## src/rtl/cpu_mem_pkg.sv

```systemverilog
// Shared definitions for the CPU-to-unified-memory path: arbiter FSM states,
// grant encoding and the SRAM macro geometry used by the CPU top.
package cpu_mem_pkg;

    typedef enum logic [1:0] {
        IDLE  = 2'd0,
        ISSUE = 2'd1,
        RESP  = 2'd2
    } state_e;

    // Grant encoding: which requester owns the current access.
    localparam logic GNT_I = 1'b0;
    localparam logic GNT_D = 1'b1;

    // Geometry of the single-port SRAM macro shared by fetch and data.
    localparam int SRAM_ADDR_W = 32;
    localparam int SRAM_DATA_W = 32;
    localparam int SRAM_STRB_W = SRAM_DATA_W / 8;

endpackage

```

## src/rtl/sram_port_arbiter_rr_arb2.sv

```systemverilog
// Two-way round-robin pick between the fetch and data requesters.
// Purely combinational; the last-grant history flop lives in the parent.
module rr_arb2
    import cpu_mem_pkg::*;
(
    input  logic req_i,
    input  logic req_d,
    input  logic last_grant,
    output logic gnt,
    output logic conflict
);

    // On contention hand the slot to whoever did not win last time;
    // otherwise the single active requester wins.
    always_comb begin
        conflict = req_i & req_d;
        gnt      = GNT_I;
        if (conflict) begin
            gnt = ~last_grant;
        end else if (req_d) begin
            gnt = GNT_D;
        end
    end

endmodule

```

## src/rtl/sram_port_arbiter.sv

```systemverilog
// Shares one synchronous single-port SRAM between instruction fetch (I) and
// data (D). One access in flight at a time: IDLE -> ISSUE -> RESP -> IDLE,
// so a request sampled in IDLE is acked two cycles later.
module sram_port_arbiter
    import cpu_mem_pkg::*;
#(
    parameter int ADDR_W = 32,
    parameter int DATA_W = 32,
    parameter int CNT_W  = 16
) (
    input  logic                clk,
    input  logic                reset,
    input  logic                i_req,
    input  logic [ADDR_W-1:0]   i_addr,
    output logic                i_ack,
    output logic [DATA_W-1:0]   i_rdata,
    input  logic                d_req,
    input  logic                d_wr,
    input  logic [ADDR_W-1:0]   d_addr,
    input  logic [DATA_W/8-1:0] d_wstrb,
    input  logic [DATA_W-1:0]   d_wdata,
    output logic                d_ack,
    output logic [DATA_W-1:0]   d_rdata,
    output logic                sram_en,
    output logic [DATA_W/8-1:0] sram_we,
    output logic [ADDR_W-1:0]   sram_addr,
    output logic [DATA_W-1:0]   sram_wdata,
    input  logic [DATA_W-1:0]   sram_rdata,
    output logic [CNT_W-1:0]    conflict_cnt
);

    localparam int STRB_W = DATA_W / 8;

    state_e              state_q,        state_d;
    logic                last_grant_q,   last_grant_d;
    logic                grant_q,        grant_d;
    logic                sram_en_q,      sram_en_d;
    logic [STRB_W-1:0]   sram_we_q,      sram_we_d;
    logic [ADDR_W-1:0]   sram_addr_q,    sram_addr_d;
    logic [DATA_W-1:0]   sram_wdata_q,   sram_wdata_d;
    logic [CNT_W-1:0]    conflict_cnt_q, conflict_cnt_d;

    logic arb_gnt;
    logic arb_conflict;

    // Byte-offset bits are deliberately ignored: the SRAM is word addressed
    // and requests are never checked for alignment.
    logic unused_addr_bits;
    assign unused_addr_bits = ^{i_addr[1:0], d_addr[1:0]};

    rr_arb2 u_rr_arb2 (
        .req_i      (i_req),
        .req_d      (d_req),
        .last_grant (last_grant_q),
        .gnt        (arb_gnt),
        .conflict   (arb_conflict)
    );

    // Next-state logic: grant and payload capture in IDLE, strobe drop in
    // ISSUE, response in RESP.
    always_comb begin
        state_d        = state_q;
        last_grant_d   = last_grant_q;
        grant_d        = grant_q;
        sram_en_d      = sram_en_q;
        sram_we_d      = sram_we_q;
        sram_addr_d    = sram_addr_q;
        sram_wdata_d   = sram_wdata_q;
        conflict_cnt_d = conflict_cnt_q;

        unique case (state_q)
            IDLE: begin
                if (i_req || d_req) begin
                    grant_d      = arb_gnt;
                    last_grant_d = arb_gnt;
                    sram_en_d    = 1'b1;
                    if (arb_gnt == GNT_D) begin
                        sram_addr_d  = {d_addr[ADDR_W-1:2], 2'b00};
                        sram_wdata_d = d_wdata;
                        sram_we_d    = d_wr ? d_wstrb : '0;
                    end else begin
                        sram_addr_d  = {i_addr[ADDR_W-1:2], 2'b00};
                        sram_wdata_d = '0;
                        sram_we_d    = '0;
                    end
                    // Count contended grants, sticking at all-ones.
                    if (arb_conflict && (conflict_cnt_q != {CNT_W{1'b1}})) begin
                        conflict_cnt_d = conflict_cnt_q + CNT_W'(1);
                    end
                    state_d = ISSUE;
                end
            end
            ISSUE: begin
                // The SRAM sees the enable for exactly this one cycle.
                sram_en_d = 1'b0;
                sram_we_d = '0;
                state_d   = RESP;
            end
            RESP: begin
                state_d = IDLE;
            end
            default: begin
                state_d = IDLE;
            end
        endcase
    end

    // State, grant history, SRAM drive registers and conflict counter.
    always_ff @(posedge clk) begin
        if (reset) begin
            state_q        <= IDLE;
            last_grant_q   <= GNT_I;
            grant_q        <= GNT_I;
            sram_en_q      <= 1'b0;
            sram_we_q      <= '0;
            sram_addr_q    <= '0;
            sram_wdata_q   <= '0;
            conflict_cnt_q <= '0;
        end else begin
            state_q        <= state_d;
            last_grant_q   <= last_grant_d;
            grant_q        <= grant_d;
            sram_en_q      <= sram_en_d;
            sram_we_q      <= sram_we_d;
            sram_addr_q    <= sram_addr_d;
            sram_wdata_q   <= sram_wdata_d;
            conflict_cnt_q <= conflict_cnt_d;
        end
    end

    // Acks are a one-cycle pulse to the owner of the access; read data is
    // passed straight from the SRAM and only meaningful alongside the ack.
    always_comb begin
        i_ack   = (state_q == RESP) && (grant_q == GNT_I);
        d_ack   = (state_q == RESP) && (grant_q == GNT_D);
        i_rdata = i_ack ? sram_rdata : '0;
        d_rdata = d_ack ? sram_rdata : '0;
    end

    assign sram_en      = sram_en_q;
    assign sram_we      = sram_we_q;
    assign sram_addr    = sram_addr_q;
    assign sram_wdata   = sram_wdata_q;
    assign conflict_cnt = conflict_cnt_q;

endmodule
```

## config.mk

```make
export PLATFORM = sky130hd
export DESIGN_NAME = sram_port_arbiter
export DESIGN_NICKNAME = d
export VERILOG_FILES = /design/src/rtl/cpu_mem_pkg.sv /design/src/rtl/sram_port_arbiter_rr_arb2.sv /design/src/rtl/sram_port_arbiter.sv
export SDC_FILE = /design/constraint.sdc
export NUM_CORES = 1
export LEC_CHECK = 0
export BUFFER_PORTS_ARGS = -buffer_cell sky130_fd_sc_hd__buf_4
export CAP_MARGIN = 30
export CORE_MARGIN = 4
export CORE_UTILIZATION = 35
export CTS_CLUSTER_DIAMETER = 120
export DETAILED_ROUTE_END_ITERATION = 10
export MAX_ROUTING_LAYER = met4
export PLACE_DENSITY = 0.77
export RECOVER_POWER = 50
export SETUP_SLACK_MARGIN = 0.02
export SYNTH_ARGS = -nofsm -noshare
export SYNTH_HDL_FRONTEND = slang
export SYNTH_SLANG_ARGS = --single-unit
```

## constraint.sdc

```tcl
create_clock -name clk -period 2.95 [get_ports clk]
set_input_delay 0.1475 -clock clk [delete_from_list [all_inputs] [get_ports clk]]
set_output_delay 0.1475 -clock clk [all_outputs]
set_load 0.02 [all_outputs]
```

**Word level (Yosys, flattened, before mapping)**

Cells that the tools add are included.

- Equal/unequal tests: 4
- Reduce and logical (&&, ||, !) cells: 9
- Bitwise operators: 2
- $add $sub $neg: 1
- Multiplexer cells: 14

Operator list:

| cell | count |
|---|---|
| $mux W32 | 4 |
| $add A16 B1 Y16 const B | 1 |
| $ne A16 B16 Y1 const B | 1 |
| $mux W4 | 3 |
| $pmux W4 S2 | 1 |
| $pmux W2 S2 | 1 |
| $reduce_and A2 Y1 | 2 |
| $logic_and A1 B1 Y1 | 3 |
| $mux W1 | 3 |
| $reduce_and A3 Y1 | 1 |
| $eq A2 B1 Y1 const B | 1 |
| $eq A2 B2 Y1 const B | 1 |
| $logic_not A2 Y1 | 1 |
| $mux W2 | 1 |
| $ne A2 B2 Y1 const B | 1 |
| $pmux W1 S2 | 1 |
| $reduce_bool A2 Y1 | 1 |
| $and A1 B1 Y1 | 1 |
| $logic_or A1 B1 Y1 | 1 |
| $not A1 Y1 | 1 |

- Input bits: 137
- Logic and storage cells: 37
- Register bits: 88

**Logic depth before layout (Yosys ltp)**

- Word-level depth: 5
- Mapped depth: 7
- Gate-level depth less buffers: 5

**Cells and area by module**

A second synthesis with hierarchy kept.

- Cells, all modules: 477
- Area, all modules: 4,003.8 um^2

By module, submodules not included:

| module | cells an instance | times used | area each (um^2) |
|---|---|---|---|
| sram_port_arbiter | 475 | 1 | 3,986.3 |
| rr_arb2 | 2 | 1 | 17.5 |

**Least setup slack after synthesis**

No wires, ideal clock.

- Kind: reg-to-reg
- Start point: register conflict_cnt_q[0] (netlist: conflict_cnt[0])
- End point: register conflict_cnt_q[13] (netlist: conflict_cnt[13])
- Path buffers: 1
- Path slack: 1,142 ps
- Required time: 2,880 ps
- Cell stages (with the launch flop): 7
- Library setup time: 70 ps
- Data arrival time: 1,738 ps
- Cell sequence: dfxtp_1 ha_1 and3_1 nor4b_2 buf_2 or4_1 a21oi_1

- Cells in the longest elaborated chain, start to end: 3
- Elaborated cells on any way between the ends: 4
- Those cells by class: 1 x add/sub; 1 x eq/ne; 2 x reduce/logical

Ends and longest elaborated chain:

| what | RTL line | source |
|---|---|---|
| start: declaration | sram_port_arbiter.sv:41 | `logic [CNT_W-1:0] conflict_cnt_q, conflict_cnt_d;` |
| start signal: assignment | sram_port_arbiter.sv:127 | `conflict_cnt_q <= conflict_cnt_d;` |
| branches (longest 3 deep; another with $add A16 B1 Y16) | n/a |  |

Parallel ways; which one is timed is not known.
A chain may end at the register's enable or synchronous reset.

**Worst setup path after layout**

- Start point: register state_q[0]
- End point: register sram_wdata_q[11] (netlist: sram_wdata[11])

- Cells in the longest elaborated chain, start to end: 2

Ends and longest elaborated chain:

| what | RTL line | source |
|---|---|---|
| start: declaration | sram_port_arbiter.sv:34 | `state_e state_q, state_d;` |
| start signal: assignment | sram_port_arbiter.sv:120 | `state_q <= state_d;` |
| $logic_not A2 Y1 | sram_port_arbiter.sv:71 | `unique case (state_q)` |
| $reduce_and A2 Y1 (no source line) | n/a |  |
| end signal: assignment | sram_port_arbiter.sv:126 | `sram_wdata_q <= sram_wdata_d;` |
| end: declaration | sram_port_arbiter.sv:40 | `logic [DATA_W-1:0] sram_wdata_q, sram_wdata_d;` |

No other way between the ends.

==> results.md <==
Clocking:
- The maximum buffer depth of the clock tree is 2.
- Post-CTS repair changed the size of 0 cells.
- The clock-pin slew of the registers on the worst-case setup and hold paths is 0.09 ns.
- The clock tree synthesis step divided the H-tree into 3 levels.
- The number of setup buffers added after CTS is 0.
- The later pin in the worst-skew pair is clocked with a latency of 0.35 ns.
- The count of hold buffers inserted by post-cts repair is 0.
- The clock drives 86 sinks.
- TritonCTS built the clock tree.
- Clock tree synthesis inserted a total of 9 buffers.
- The library cell used as clock root buffer is sky130_fd_sc_hd__clkbuf_8.

Synthesis:
- The number of standard cells after synthesis is 439.
- The register bit total from synthesis is 86.
- In the synthesized netlist the dominant register cell turns out to be sky130_fd_sc_hd__dfxtp_1.
- Counting distinct cell types in the post-synthesis netlist gives 41.
- Yosys mapped a number of flops with a built-in enable equal to 0.
- After synthesis, the mean cell area works out to 8.93 µm².
- The fraction of registers with async set or reset after synthesis is 0.
- Of the synthesized area, sequential elements account for 0.439.
- Summing every instance area after synthesis gives 3920 µm².
- Yosys printed 0 warnings.

Routing:
- The remaining antenna violation count is 0.
- The initial DRC count is 159.
- The average detailed-routed wire length per instance is 16.5 µm.
- For this run, the detailed router's first-pass iteration total came to 4.
- The DRC violations left is 0.
- Using the TritonRoute via totals, the vias-per-cell ratio works out to 4.99.
- The total routed wirelength is 14,000 µm.
- Across all layers, the routed design uses 4,247 vias.

GRT:
- For this run the aggregate overflow at the end of global routing stands at 0.
- The number of global-route vias before repair came to 4,119.
- Across every metal layer, demand over resource in global routing totals 0.213.
- The initial antenna violation count is 3.
- The first global-routing pass estimated 21,300 µm of wire.
- The largest net degree at the start of global routing is 61.

Hold path:
- The worst hold path was traced through 3 stages.
- The worst hold-check path type is in2reg.

Die:
- The die is 114 µm wide.
- The initial utilization of the core area, before any placement, comes to 0.360.
- The die is 114 µm tall.
- During I/O placement, the number of pins put on the boundary was 288.
- The area of the core region is 10,900 µm².
- The floorplan has 38 rows.
- The full die area is 13,000 µm².

Placed design:
- In this run the tool buffered the top-level ports with 281 buffer cells.
- The HPWL reported at the end of detailed placement is 11,200 µm.
- The routability congestion estimate is 1.01.

Cells and area:
- In the final layout, the share of cells above drive strength 1 is 0.319.
- For this run, the post-layout net count is 842.
- The combined flip-flop and latch cell area is 1720 µm².
- In the layout the commonest cells are sky130_fd_sc_hd__buf_4, sky130_fd_sc_hd__dfxtp_1, sky130_fd_sc_hd__clkbuf_1.
- Leaving out fill and tap cells, the most frequent cell in the layout is sky130_fd_sc_hd__buf_4.
- The count of fill cells added during filler insertion is 1,087.
- The area occupied by multi-input gates is 2060 µm².
- From synthesis to final layout, the design area changed by 52.8%.

Timing:
- Setup repair after global routing left no endpoint under its margin.
- The clock period minus worst slack is 2.22 ns.
- The final number of max-transition violations is 36.
- The number of endpoints with negative hold slack in the final report is 0.
- For this run, the top clock speed supported by timing is 451 MHz.
- The transition time of the tightest slew-check pin is 1.58 ns.
- The worst pin sits at a relative slew slack of -0.0513.
- After routing, the total negative slack on setup checks comes to 0 ns.
- The smallest hold slack is 0.0310 ns.
- The ratio of final minimum period to clock period is 0.751.
- Clock skew on the completed layout was measured at 0.00983 ns.
- The number of setup violations in the final report is 0.

Setup path:
- Data on the critical path arrives at its endpoint at 2.49 ns.
- For the worst flop-to-flop path, the logic depth is 5.
- The class of the most critical setup path is reg2reg.
- The kind of end point of the critical path is a flop.
- The data required time of the critical path is 3.23 ns.
- The startpoint kind of the worst setup timing path is a flop.
- Of all nets on the critical path, the largest fanout is 35.

Outcome:
- The run finished, with violations left.
- The final reports fail on capacitance limit, slew limit.

Power and ir drop:
- Summed over all cells, the static leakage comes to 2.65 nW.
- IR analysis of the VDD net gives a maximum drop of 0.266 mV.
- The power density relative to cell area is 445 nW/µm².

Flow run:
- The number of maximum-capacitance violations is 1.
-- critical path, cell delays in order, from the launching register on --
cell and delay (ns):
sky130_fd_sc_hd__dfxtp_1 0.42, sky130_fd_sc_hd__nor2_1 0.08, sky130_fd_sc_hd__o21ai_0 0.07, sky130_fd_sc_hd__clkbuf_1 1.16, sky130_fd_sc_hd__a22oi_1 0.27, sky130_fd_sc_hd__nor2_1 0.15
-- metal layers --
| layer | GRT usage | wire [µm] | vias to the layer above |
|---|---|---|---|
| met2 | 0.390 | 7420 | 186 |
| met4 | 0.0871 | 410 | 0 |
| met3 | 0.0477 | 1170 | 22 |
| met1 | 0.220 | 5030 | 1943 |
| li1 | - | - | 2096 |
| met5 | - | 0 | - |
-- cell families (layout without fill, tap and decap cells) --
logic type,count (synthesis),after routing,synth area share
and+or+nand+nor,182,182,0.253
muxes,31,31,0.0795
xor gates and xnor gates,1,1,0.00224
buffers and inverters,37,305,0.0415
AOI/OAI and AO/OA,100,100,0.181
adders and majority gates,1,1,0.00319
other,1,5,0.000957
DFF,86,86,0.439
-- through the flow --
stage / util / std cells / setup slack [ns] / power, mW / cell area [µm²]
4_1_cts: 0.579 / 848 / 0.825 / 2.76 / 6310
3_5_place_dp: 0.563 / 833 / 0.938 / 2.01 / 6130
6_report: 0.550 / 851 / 0.734 / 2.66 / 5990
3_3_place_gp: 0.563 / 833 / 1.06 / 1.99 / 6130
2_1_floorplan: - / 440 / 1.14 / 1.66 / 3920
5_1_grt: 0.550 / 851 / 0.474 / 2.81 / 5990
-- worst paths after layout --
| path | to | from | slack, ns |
|---|---|---|---|
| worst max-delay path | sram_wdata[11] | state_q[0] | 0.73 |
| worst min-delay path | sram_wdata[26] | d_wdata[26] | 0.03 |
| worst max register to register | sram_wdata[11] | state_q[0] | 0.73 |
| worst min register to register | sram_en | sram_en | 0.46 |
-- registers in the layout, indices dropped and copies added (netlist names) --
name          count
conflict_cnt     16
grant_q           1
sram_addr        30
sram_en           1
sram_wdata       32
sram_we           4
state_q           2
-- report_power, final --
group / total (mW) / internal [mW] / switching, mW
clock network: 0.751 / 0.347 / 0.405
registers: 1.28 / 1.24 / 0.0429
logic: 0.628 / 0.265 / 0.363
-- synth_stat cells (4+ instances only) --
library cell / instances / area (µm²)
sky130_fd_sc_hd__clkbuf_1: 22 / 82.6
sky130_fd_sc_hd__mux2i_1: 30 / 300
sky130_fd_sc_hd__nand2_1: 8 / 30.0
sky130_fd_sc_hd__or4_1: 9 / 67.6
sky130_fd_sc_hd__and2_1: 64 / 400
sky130_fd_sc_hd__a32oi_1: 4 / 35.0
sky130_fd_sc_hd__a22oi_1: 32 / 240
sky130_fd_sc_hd__o31ai_1: 9 / 67.6
sky130_fd_sc_hd__a21oi_1: 16 / 80.1
sky130_fd_sc_hd__a211oi_1: 30 / 225
sky130_fd_sc_hd__buf_2: 10 / 50.1
sky130_fd_sc_hd__dfxtp_1: 86 / 1720
sky130_fd_sc_hd__nor2_1: 74 / 278
sky130_fd_sc_hd__or3_1: 4 / 25.0
-- layout make-up --
type                    instances  share of cell area
inverters                       2             0.00125
diodes                          3             0.00125
multi-input cells             317               0.343
repair buffers                288               0.308
flip-flops and latches         86               0.288
clock buffers                  12              0.0259
well taps                     140              0.0293
clock inverters                 3             0.00334
Note: power is estimated with default switching activity, not from simulation.
